--- config.mk ---
export PLATFORM = sky130hd
export DESIGN_NAME = uart_rx_param
export DESIGN_NICKNAME = d
export VERILOG_FILES = /design/src/rtl/uart_pkg.sv /design/src/rtl/uart_rx_sync.sv /design/src/rtl/uart_rx_param.sv
export SDC_FILE = /design/constraint.sdc
export NUM_CORES = 1
export LEC_CHECK = 0
export ABC_CLOCK_PERIOD_IN_PS = 3200
export BUFFER_PORTS_ARGS = -buffer_cell sky130_fd_sc_hd__buf_2
export CAP_MARGIN = 20
export CORE_ASPECT_RATIO = 0.7
export CORE_MARGIN = 5
export CORE_UTILIZATION = 45
export DETAILED_ROUTE_END_ITERATION = 12
export GPL_TIMING_DRIVEN = 0
export PLACE_DENSITY_LB_ADDON = 0.08
export SYNTH_ARGS = -nofsm -noshare
export SYNTH_HDL_FRONTEND = slang
export SYNTH_SLANG_ARGS = --single-unit
export TNS_END_PERCENT = 10
--- constraint.sdc ---
create_clock -name i_clk -period 3.2 [get_ports i_clk]
set_input_delay 0.32 -clock i_clk [delete_from_list [all_inputs] [get_ports i_clk]]
set_output_delay 0.32 -clock i_clk [all_outputs]
set_load 0.02 [all_outputs]
--- src/rtl/uart_pkg.sv ---
// Shared definitions for the UART receiver family: parity modes, FSM
// state encoding, default bit timing and the 3-sample majority vote.
package uart_pkg;

  localparam int PARITY_NONE = 0;
  localparam int PARITY_ODD  = 1;
  localparam int PARITY_EVEN = 2;

  // 50 MHz system clock at 115200 baud
  localparam int CLKS_PER_BIT_DEFAULT = 434;

  typedef enum logic [2:0] {
    ST_IDLE   = 3'd0,
    ST_START  = 3'd1,
    ST_DATA   = 3'd2,
    ST_PARITY = 3'd3,
    ST_STOP   = 3'd4
  } rx_state_e;

  function automatic logic maj3(input logic a, input logic b, input logic c);
    return (a & b) | (a & c) | (b & c);
  endfunction

endpackage

--- src/rtl/uart_rx_sync.sv ---
// Two-flop synchroniser for an asynchronous serial line, followed by an
// edge register. The edge register resets to 0 so that a line which is
// low coming out of reset is not mistaken for a start edge straight away.
module uart_rx_sync (
  input  logic i_clk,
  input  logic i_rst_n,
  input  logic i_async,
  output logic o_level,
  output logic o_fall
);

  logic s1_q;
  logic s2_q;
  logic prev_q;

  // Synchroniser chain and previous-level register
  always_ff @(posedge i_clk or negedge i_rst_n) begin
    if (!i_rst_n) begin
      s1_q   <= 1'b1;
      s2_q   <= 1'b1;
      prev_q <= 1'b0;
    end else begin
      s1_q   <= i_async;
      s2_q   <= s1_q;
      prev_q <= s2_q;
    end
  end

  assign o_level = s2_q;
  assign o_fall  = prev_q & ~s2_q;

endmodule

--- src/rtl/uart_rx_param.sv ---
// Parametrised UART receiver: configurable data width, parity and stop
// bits, majority-voted mid-bit sampling, false-start rejection and
// per-frame parity/framing flags. Returns to IDLE at the vote of the last
// stop bit so that back-to-back frames need no idle gap.
module uart_rx_param
  import uart_pkg::*;
#(
  parameter int CLKS_PER_BIT = CLKS_PER_BIT_DEFAULT,
  parameter int DATA_BITS    = 8,
  parameter int PARITY       = PARITY_NONE,
  parameter int STOP_BITS    = 1
) (
  input  logic                 i_clk,
  input  logic                 i_rst_n,
  input  logic                 i_rx_serial,
  output logic                 o_rx_dv,
  output logic [DATA_BITS-1:0] o_rx_byte,
  output logic                 o_parity_err,
  output logic                 o_frame_err,
  output logic                 o_rx_busy
);

  generate
    if (CLKS_PER_BIT < 4) begin : g_bad_cpb
      $error("uart_rx_param: CLKS_PER_BIT must be >= 4");
    end
    if (DATA_BITS < 5 || DATA_BITS > 9) begin : g_bad_db
      $error("uart_rx_param: DATA_BITS must be 5..9");
    end
    if (STOP_BITS < 1 || STOP_BITS > 2) begin : g_bad_sb
      $error("uart_rx_param: STOP_BITS must be 1 or 2");
    end
  endgenerate

  localparam int CW = $clog2(CLKS_PER_BIT);
  localparam int H  = CLKS_PER_BIT / 2;

  // The vote register is written on the edge that enters cnt = H+1, so the
  // three samples are the line levels seen while cnt = H-2, H-1 and H.
  localparam logic [CW-1:0] CNT_S0   = CW'(H - 2);
  localparam logic [CW-1:0] CNT_S1   = CW'(H - 1);
  localparam logic [CW-1:0] CNT_VOTE = CW'(H);
  localparam logic [CW-1:0] CNT_LAST = CW'(CLKS_PER_BIT - 1);
  localparam logic [3:0]    LAST_DATA = 4'(DATA_BITS - 1);
  localparam logic [3:0]    LAST_STOP = 4'(STOP_BITS - 1);
  localparam logic          IS_ODD    = (PARITY == PARITY_ODD);

  logic                 rx_level;
  logic                 rx_fall;
  rx_state_e            state_q;
  logic [CW-1:0]        cnt_q;
  logic [3:0]           bit_q;
  logic [1:0]           smp_q;
  logic [DATA_BITS-1:0] shift_q;
  logic                 perr_acc_q;
  logic                 ferr_acc_q;
  logic                 rx_dv_q;
  logic [DATA_BITS-1:0] rx_byte_q;
  logic                 perr_q;
  logic                 ferr_q;
  logic                 vote;

  uart_rx_sync u_sync (
    .i_clk   (i_clk),
    .i_rst_n (i_rst_n),
    .i_async (i_rx_serial),
    .o_level (rx_level),
    .o_fall  (rx_fall)
  );

  assign vote = maj3(smp_q[0], smp_q[1], rx_level);

  // Frame FSM: bit timing, sampling, shifting and error accumulation
  always_ff @(posedge i_clk or negedge i_rst_n) begin
    if (!i_rst_n) begin
      state_q    <= ST_IDLE;
      cnt_q      <= '0;
      bit_q      <= '0;
      smp_q      <= 2'b11;
      shift_q    <= '0;
      perr_acc_q <= 1'b0;
      ferr_acc_q <= 1'b0;
      rx_dv_q    <= 1'b0;
      rx_byte_q  <= '0;
      perr_q     <= 1'b0;
      ferr_q     <= 1'b0;
    end else begin
      rx_dv_q <= 1'b0;
      if (state_q == ST_IDLE) begin
        cnt_q <= '0;
        bit_q <= '0;
        if (rx_fall) begin
          state_q    <= ST_START;
          perr_acc_q <= 1'b0;
          ferr_acc_q <= 1'b0;
        end
      end else begin
        if (cnt_q == CNT_S0) smp_q[0] <= rx_level;
        if (cnt_q == CNT_S1) smp_q[1] <= rx_level;
        cnt_q <= (cnt_q == CNT_LAST) ? '0 : cnt_q + 1'b1;

        if (cnt_q == CNT_VOTE) begin
          unique case (state_q)
            ST_START:  if (vote) state_q <= ST_IDLE;
            ST_DATA:   shift_q <= {vote, shift_q[DATA_BITS-1:1]};
            ST_PARITY: perr_acc_q <= IS_ODD ? ~(^shift_q ^ vote) : (^shift_q ^ vote);
            ST_STOP: begin
              if (bit_q == LAST_STOP) begin
                state_q   <= ST_IDLE;
                rx_dv_q   <= 1'b1;
                rx_byte_q <= shift_q;
                perr_q    <= perr_acc_q;
                ferr_q    <= ferr_acc_q | ~vote;
              end else begin
                ferr_acc_q <= ferr_acc_q | ~vote;
              end
            end
            default: ;
          endcase
        end

        if (cnt_q == CNT_LAST) begin
          unique case (state_q)
            ST_START: begin
              state_q <= ST_DATA;
              bit_q   <= '0;
            end
            ST_DATA: begin
              if (bit_q == LAST_DATA) begin
                bit_q   <= '0;
                state_q <= (PARITY != PARITY_NONE) ? ST_PARITY : ST_STOP;
              end else begin
                bit_q <= bit_q + 4'd1;
              end
            end
            ST_PARITY: begin
              state_q <= ST_STOP;
              bit_q   <= '0;
            end
            ST_STOP: bit_q <= bit_q + 4'd1;
            default: ;
          endcase
        end
      end
    end
  end

  assign o_rx_dv      = rx_dv_q;
  assign o_rx_byte    = rx_byte_q;
  assign o_parity_err = perr_q;
  assign o_frame_err  = ferr_q;
  assign o_rx_busy    = (state_q != ST_IDLE);

endmodule
==> results of run 1 <==
[state kept, by name (all words and copies together), names as in the netlist]
register        cells
bit_q               4
cnt_q               9
ferr_acc_q          1
o_frame_err         1
o_parity_err        1
o_rx_byte           8
o_rx_dv             1
perr_acc_q          1
shift_q             8
smp_q               2
state_q             3
u_sync.o_level      1
u_sync.prev_q       1
u_sync.s1_q         1
[power by group]
part / leakage, nW / switching, mW / internal, mW
Sequential: 0.559 / 0.0309 / 0.570
Clock: 0.0714 / 0.180 / 0.333
Combinational: 0.481 / 0.122 / 0.0871
Total: 1.11 / 0.333 / 0.990
[worst paths after layout]
| kind | from | end | depth (start not counted) |
|---|---|---|---|
| setup / recovery | cnt_q[1] | bit_q[2] | 6 |
| min in group i_clk | i_rx_serial | u_sync.s1_q | 1 |
| hold reg to reg | u_sync.s1_q | u_sync.o_level | 0 |
| hold / removal | i_rst_n | state_q[1] | 1 |
| setup reg to reg | cnt_q[1] | bit_q[2] | 6 |
| max in group asynchronous | i_rst_n | smp_q[0] | 2 |
[worst max-delay path, stage by stage (launching register included)]
cell      delay [ps]
dfrtp_1          400
inv_1             90
ha_1             180
nand4b_1         210
o32a_1           380
or2_4            260
a221o_1          340
[per-layer routing]
metal / track usage / vias to the layer above
met1: 0.178 / 644
met2: 0.215 / 14
met4: 0.0279 / 0
li1: - / 635
met3: 0.0375 / 4
met5: 0 / -
[synthesized netlist by cell type, drive strengths merged, types with 5 or more instances]
cell	n
dfrtp	38
ha	5
inv	8
mux2	21
nand3	6
nor2	12
xnor2	8
[area by class of cell]
type                    instances  area (um2)  area share
flip-flops and latches         42        1060       0.453
multi-input cells             112         908       0.389
repair buffers                 15        97.6      0.0418
clock buffers                   6        82.6      0.0354
well taps                      55        68.8      0.0295
clock inverters                 2        60.1      0.0257
plain buffers                   7        30.0      0.0129
inverters                       8        30.0      0.0129
[per-stage QoR]
step	setup WS, ps	util	power [mW]	hold WS [ps]	instance area [um2]
2_1_floorplan	1430	-	0.762	24.4	2020
3_3_place_gp	1290	0.497	0.811	347	2160
3_5_place_dp	1260	0.497	0.818	347	2160
4_1_cts	1230	0.530	1.33	117	2310
5_1_grt	1090	0.536	1.40	14.1	2330
6_report	1230	0.536	1.32	-25.9	2330
[logic make-up (layout without fill, tap and decap cells)]
kind of cell             Yosys count  count (layout)  synth area share
AND/OR/NAND/NOR                   54              54             0.169
multiplexers                      22              22             0.122
flip-flops                        42              42             0.522
AO/OA/AOI/OAI                     19              19            0.0680
buffers and inverters             15              38            0.0297
adder cells (fa/ha/maj)            6               6            0.0358
XOR/XNOR                          11              11            0.0544
==> flow_summary.ini, run 1 <==
[timing]
setup_tns_ps = 0
worst_slew_pin_slew_ps = 631
period_share = 0.615
hold_viol_final = 17
fin_skew_ps = 4.67
grt_setup_unrepaired = false
relSlewSlack = 0.576
fin_crit_ps = 1970
fmax_mhz = 508
whs_ps = -25.9
final-setup-viol-count = 0
slew_violations = 0

[job]
maxCapViolations = 0

[drt]
drt_first_iter_violations = 33
wl_per_cell_um = 14.6
wirelength_mm = 3.61
wl_met1_mm = 1.88
ant_nets = 0
highest-signal-layer = met4
routed-wl-met2_mm = 1.58
vias = 1297
drtPass1Iterations = 4
wl_met3_um = 132
drc = 0
via_per_inst = 5.25

[yosys]
synth_cells = 169
syn_nets = 177
synth_top_area_cell = dfrtp_1
async_reset_ff_frac = 1.00
yosysTopAreaCellShare = 0.470
syn_area_um2 = 2020
synth_area_leaders = dfrtp_1, mux2_2, dfstp_2, xnor2_1, ha_1
yosysWarnings = 0
ys_types = 43
synth_seq_cells = 42
synthFlopType = dfrtp_1
synth_edf_count = 0
synth.avg_cell_area_um2 = 12.0
ys_seq_area_frac = 0.522

[global_routing]
grt-ovfl-total = 0
grt_pass1_wl_mm = 6.47
antenna_found_initial = 0
grt_pass1_vias = 1410
grt_use_total = 0.133
grt_max_degree = 43

[status]
violations = hold timing
status = complete, but fails checks

[cells_and_area]
nFillCells = 393
layout-area-overhead-vs-synth_pct = 15.3
instances_no_fill = 247
final_cell_mix = dfrtp_1, mux2_2, buf_2
drive_gt1_frac = 0.292
antenna_cells = 0
num-nets-final = 199
final_common_cell = dfrtp_1

[clock_network]
ctsHoldBuffers = 0
cts_setup_buffers = 0
cts_tree = yes
cts_resized = 0
cts.clk_slew.worst_paths_ps = 80
htree_levels = 2
clk_path_buf_depth = 2
root_buffer = clkbuf_8
clock-sinks = 42
cts_buffers = 5
clock_latency_ps = 290

[floorplanning]
dieArea_um2 = 5960
placementRows = 20
start_util = 0.465
fp.dieW_um = 90.2
io_pins = 15
die_h_um = 66.1
core_area_um2 = 4350

[worst_setup_path]
start_kind = flop
cp-end-kind = flop
rrSetupSlack_ps = 1230
critPathMaxFanout = 4
required_ps = 3380
worstPathArrival_ps = 2140
path_class = flop to flop

[placed_design]
io_buffers = 14
gp_congestion = 0.761
hpwl_mm = 2.57
dp.cells = 238

[pwr]
p_leak_nw = 1.11
power_density_nw_per_um2 = 567
peakVddDrop_uv = 249

[min_path]
holdCritPathClass = primary input to async pin
Note: power is estimated with default switching activity, not from simulation.
==> inputs of run 2 (changes only) <==
- ABC_AREA: unset -> 1
- ABC_CLOCK_PERIOD_IN_PS: 3200 -> 1700
- clock period: 3.2 -> 1.7 ns (I/O delays scaled with it)
==> run 2 against run 1 <==
Compared with the run above:
- the flow now finishes without violations
- power up 79%
- area after synthesis up 11%
- routed wire length up 21%
- synthesized cell count up 63%
- maximum frequency up 25%
- first-iteration DRC count rose to 2.6 times the previous value
- sequential share of layout area down 3.7 points
- clock skew up 2.0 ps
- via count up 33%
- sequential power up 85%
- die area up 9.7%
- critical path depth up 3
- critical path type unchanged
- largest power group unchanged
==> flow_summary.ini, run 2 <==
[status]
status = complete, no violations

[placed_design]
dp.cells = 359
gp_congestion = 0.799
place_ws_ps = 93.8
io_buffers = 14
hpwl_mm = 3.20
placed_cell_area_um2 = 2410

[floorplanning]
start_util = 0.468
io_pins = 15
fp.dieW_um = 94.6
dieArea_um2 = 6540
core_area_um2 = 4810
placementRows = 21
die_h_um = 69.2

[clock_network]
htree_levels = 2
root_buffer = clkbuf_8
cts_buffers = 5
clk_path_buf_depth = 2
cts_tree = yes
clock-sinks = 42
cts.clk_slew.worst_paths_ps = 80
clock_latency_ps = 290

[cells_and_area]
drive_gt1_frac = 0.213
top_register = cnt_q
layout-area-overhead-vs-synth_pct = 13.0
instances_no_fill = 370
nFillCells = 485
final_cell_mix = nand2_1, inv_1, dfrtp_1
regArea_um2 = 1060
final_common_cell = nand2_1
num-nets-final = 308
final_util = 0.529
largest_register_ffs = 9
fin_area_um2 = 2540
multiInputGateArea_um2 = 1000
antenna_cells = 0

[timing]
slew_violations = 0
fmax_mhz = 636
fin_skew_ps = 6.70
setup_slack_ps = 128
grt_setup_unrepaired = false
period_share = 0.925
relSlewSlack = 0.383
hold_viol_final = 0
fin_crit_ps = 1570
final-setup-viol-count = 0
worst_slew_pin_slew_ps = 925
setup_tns_ps = 0

[pwr]
p_leak_nw = 1.27
peakVddDrop_uv = 445
power_density_nw_per_um2 = 929

[yosys]
synth.mux.area_fraction = 0
async_reset_ff_frac = 1.00
synthFlopType = dfrtp_1
synth_seq_cells = 42
yosysWarnings = 0
synth_cells = 276
synth_most_common_cell = nand2_1
synth_top_area_cell = dfrtp_1
synth_compound_area_frac = 0.107
synth-simple-area-share = 0.299
ys_top_cells_by_count = nand2_1, dfrtp_1, inv_1
synth_area_leaders = dfrtp_1, nand2_1, o21ai_2, inv_1, dfstp_2
syn_area_um2 = 2250
yosysTopAreaCellShare = 0.422
syn_nets = 284
synth_xor_area_frac = 0.0117
synthAdderAreaFrac = 0.0278
synth_top_family_by_area = simple AND/OR/NAND/NOR gates
ys_types = 29
ys_seq_area_frac = 0.469
synth_edf_count = 0
synth.avg_cell_area_um2 = 8.16

[worst_setup_path]
start_kind = flop
critPathMaxFanout = 5
required_ps = 1880
cp-end-kind = flop
worstPathArrival_ps = 1750
r2r_start = cnt_q[1]
path_class = flop to flop
r2r_cells = 9
rrSetupSlack_ps = 130
rr_endpoint = bit_q[2]

[job]
maxCapViolations = 0

[drt]
wl_per_cell_um = 11.8
vias = 1720
drc = 0
ant_nets = 0
drt_first_iter_violations = 85
drtPass1Iterations = 4
via_per_inst = 4.65
wirelength_mm = 4.37

[global_routing]
grt_max_degree = 43
grt_pass1_wl_mm = 7.67
antenna_found_initial = 0
grt_pass1_vias = 1559
grt-ovfl-total = 0
grt_use_total = 0.148

[min_path]
holdCritPathClass = primary input to async pin
==> run 2: changes by cell type after synthesis, sizes merged, moves of 6 or more <==
cell	before	now
a21oi	3	9
nor2	12	21
nand3	6	16
nand2	4	99
o21ai	4	25
mux2	21	0
inv	8	37
xnor2	8	0
==> run 2: what timing repair did <==
| action | CTS | global route |
|---|---|---|
| hold buffers | 1 | 0 |
| gates resized for setup | 0 | 1 |
| setup buffers | 0 | 2 |
| endpoints found under the hold margin | 1 | 0 |
| endpoints found under the setup margin | 0 | 5 |
==> run 2: layout make-up <==
| type | instances | area share |
|---|---|---|
| Clock buffer | 8 | 0.0433 |
| Sequential cell | 42 | 0.415 |
| Inverter | 39 | 0.0600 |
| Buffer | 4 | 0.0162 |
| Timing Repair Buffer | 17 | 0.0374 |
| Multi-Input combinational cell | 191 | 0.394 |
| Tap cell | 69 | 0.0339 |
==> run 2: logic make-up after synthesis <==
family | count (synthesis)
simple gates | 148
xor+xnor | 3
fa+ha+maj | 5
buf+inv | 43
flops | 42
compound gates | 35
==> run 2: worst max path at each step <==
stage | from | end | slack [ps] | depth (start not counted)
CTS | cnt_q[1] | bit_q[2] | 80 | 9
detailed placement | cnt_q[1] | bit_q[2] | 90 | 9
global placement | cnt_q[1] | bit_q[2] | 100 | 9
floorplan | cnt_q[1] | bit_q[2] | 300 | 9
global route | cnt_q[1] | bit_q[3] | 3 | 8
finish | cnt_q[1] | bit_q[2] | 130 | 9
==> run 2: routing by layer <==
metal  wire, um  track usage  vias up
li1           -            -      914
met1       2560        0.253      780
met2       1590        0.178       24
met3        207       0.0412        2
met4         12       0.0288        0
met5          0            0        -
==> run 2: metrics by stage <==
stage | hold slack (ps) | power (mW)
5_1_grt | 93.9 | 2.51
4_1_cts | 51.2 | 2.36
2_1_floorplan | -126 | 1.46
3_5_place_dp | 277 | 1.60
3_3_place_gp | 276 | 1.59
6_report | 14.3 | 2.36
==> run 2: worst max-delay path: stages, from the launching register on <==
cell     delay [ps]
dfrtp_1         400
inv_1            80
ha_1            170
nand2_1          70
nor3_2          150
nand3_1         180
nand2_4         140
nand2_2          80
a21oi_1         130
nor2_1           60
==> run 2: power breakdown <==
| part | leakage [nW] | internal [mW] | switching [mW] |
|---|---|---|---|
| sequential | 0.563 | 1.05 | 0.0603 |
| combinational | 0.644 | 0.174 | 0.318 |
| clock | 0.0575 | 0.411 | 0.346 |
==> inputs of run 3 (changes only) <==
- ABC_AREA: 1 -> 0
- CORE_MARGIN: 5 -> unset
==> run 3 against run 2 <==
Compared with the run above:
- the flow now finishes with violations (hold timing, setup timing)
- clock power up 3.6%
- register-to-register slack got worse by 250 ps
- critical path depth shrank 2
- design area shrank 2.4%
- first-iteration DRC count shrank 34%
- global-route usage is 4.6 points higher
- die area fell by 27%
- combinational power is 4.3% lower
- core utilization up 7.5 points
- power increased by 3.5%
- sequential power increased by 7%
- routed wire length fell by 6.3%
- critical path type unchanged
==> flow_summary.ini, run 3 (synthesis gave the netlist of run 1 again) <==
[timing]
final-setup-viol-count = 28
hold_viol_final = 5
fmax_mhz = 549
fin_crit_ps = 1820
fin_skew_ps = 7.87
worst_slew_pin_slew_ps = 909
grt_setup_unrepaired = true
relSlewSlack = 0.394
setup_slack_ps = -120
whs_ps = -7.68
period_share = 1.07
slew_violations = 0

[pwr]
power_density_nw_per_um2 = 985
p_leak_nw = 1.19
peakVddDrop_uv = 711

[worst_setup_path]
r2r_cells = 7
rrSetupSlack_ps = -120
worstPathArrival_ps = 2000
crit_slowest_cell = dfrtp_1
start_kind = flop
required_ps = 1880
crit_chain = inv_2 > ha_4 > nand3b_1 > nor3_2 > nand4_1 > buf_6 > mux2_2
slowest_delay_ps = 410
cp-end-kind = flop
rr_endpoint = o_rx_byte[3]
r2r_start = cnt_q[1]
critPathMaxFanout = 5
path_class = flop to flop

[placed_design]
hpwl_mm = 2.52
place_ws_ps = -250
placed_cell_area_um2 = 2160
dp.cells = 235
gp_congestion = 0.789
io_buffers = 14

[cells_and_area]
final_common_cell = dfrtp_1
instances_no_fill = 261
top_register = cnt_q
drive_gt1_frac = 0.402
layout-area-overhead-vs-synth_pct = 22.7
fin_area_um2 = 2480
largest_register_ffs = 9
num-nets-final = 216
antenna_cells = 0
final_cell_mix = dfrtp_1, mux2_2, buf_4

[clock_network]
clock-sinks = 42
clock_latency_ps = 300
clk_path_buf_depth = 2
htree_levels = 2
cts_buffers = 5
root_buffer = clkbuf_8
cts_tree = yes
cts.clk_slew.worst_paths_ps = 80

[floorplanning]
fp.dieW_um = 82.2
placementRows = 19
io_pins = 15
dieArea_um2 = 4780
die_h_um = 58.1
start_util = 0.492
core_area_um2 = 4110

[drt]
wl_per_cell_um = 15.7
vias = 1387
drtPass1Iterations = 4
drt_first_iter_violations = 56
wirelength_mm = 4.10
ant_nets = 0
drc = 0
via_per_inst = 5.31

[min_path]
holdCritPathClass = primary input to async pin

[status]
status = complete, but fails checks
violations = hold timing, setup timing

[job]
maxCapViolations = 0

[global_routing]
grt-ovfl-total = 0
grt_pass1_wl_mm = 6.76
grt_use_total = 0.195
grt_max_degree = 43
grt_pass1_vias = 1438
antenna_found_initial = 0
-- run 3: cell count changes in the layout (fill, tap and decap cells not counted), sizes merged, moves of 8 or more --
cell	delta
buf	+16
nand2	-95
xnor2	+8
mux2	+21
inv	-29
nand3	-10
nor2	-9
o21ai	-21
-- run 3: repair_timing --
action,in CTS,in global routing
pin swaps,5,3
cloned,1,0
setup endpoints to repair,38,38
buffers inserted,12,7
endpoints found under the hold margin,1,0
resized for setup,11,13
hold buffers,1,0
-- run 3: worst max-delay path by stage --
stage	startpoint	endpoint	slack (ps)	cells past startpoint
3_3_place_gp	cnt_q[8]	shift_q[0]	-200	4
4_1_cts	cnt_q[1]	bit_q[2]	-130	6
3_5_place_dp	cnt_q[1]	o_rx_byte[3]	-250	7
6_report	cnt_q[1]	o_rx_byte[3]	-120	7
2_1_floorplan	cnt_q[1]	bit_q[2]	-70	6
5_1_grt	cnt_q[1]	bit_q[2]	-190	7
-- run 3: stage by stage --
stage | power, mW | TNS, ps | utilization | hold slack (ps)
after floorplan | 1.43 | -144 | - | -126
after global placement | 1.53 | -4200 | 0.525 | 277
after detailed placement | 1.54 | -4860 | 0.525 | 276
after CTS | 2.40 | -1720 | 0.584 | 43.0
after global routing | 2.57 | -4540 | 0.604 | 76.7
final | 2.45 | -2240 | 0.604 | -7.68
-- run 3: worst max-delay path, delay by kind of cell, from the launching register on --
| kind | cells | cell delay (ps) |
|---|---|---|
| buffers and inverters | 2 | 320 |
| multiplexers | 1 | 270 |
| flip-flops | 1 | 410 |
| AND/OR/NAND/NOR | 3 | 580 |
| adder cells (fa/ha/maj) | 1 | 120 |
-- run 3: power breakdown --
| group | switching (mW) | total, mW | leakage (nW) | internal [mW] |
|---|---|---|---|---|
| clock network | 0.345 | 0.784 | 0.0524 | 0.440 |
| logic | 0.226 | 0.471 | 0.579 | 0.246 |
| registers | 0.113 | 1.19 | 0.554 | 1.08 |
| total | 0.683 | 2.45 | 1.19 | 1.76 |
-- run 3: cell type report --
type / count / area [um2]
clock inverters: 1 / 30.0
inverters: 8 / 30.0
repair buffers: 35 / 238
flip-flops and latches: 42 / 1060
plain buffers: 4 / 26.3
multi-input cells: 112 / 960
well taps: 52 / 65.1
fillers: 347 / 1630
clock buffers: 7 / 76.3
-- run 3: metal layers --
layer | global-route usage | vias up | wire length [um]
li1 | - | 672 | -
met1 | 0.272 | 686 | 2060
met2 | 0.295 | 24 | 1870
met3 | 0.0472 | 5 | 131
met4 | 0.0677 | 0 | 37
met5 | 0 | - | 0
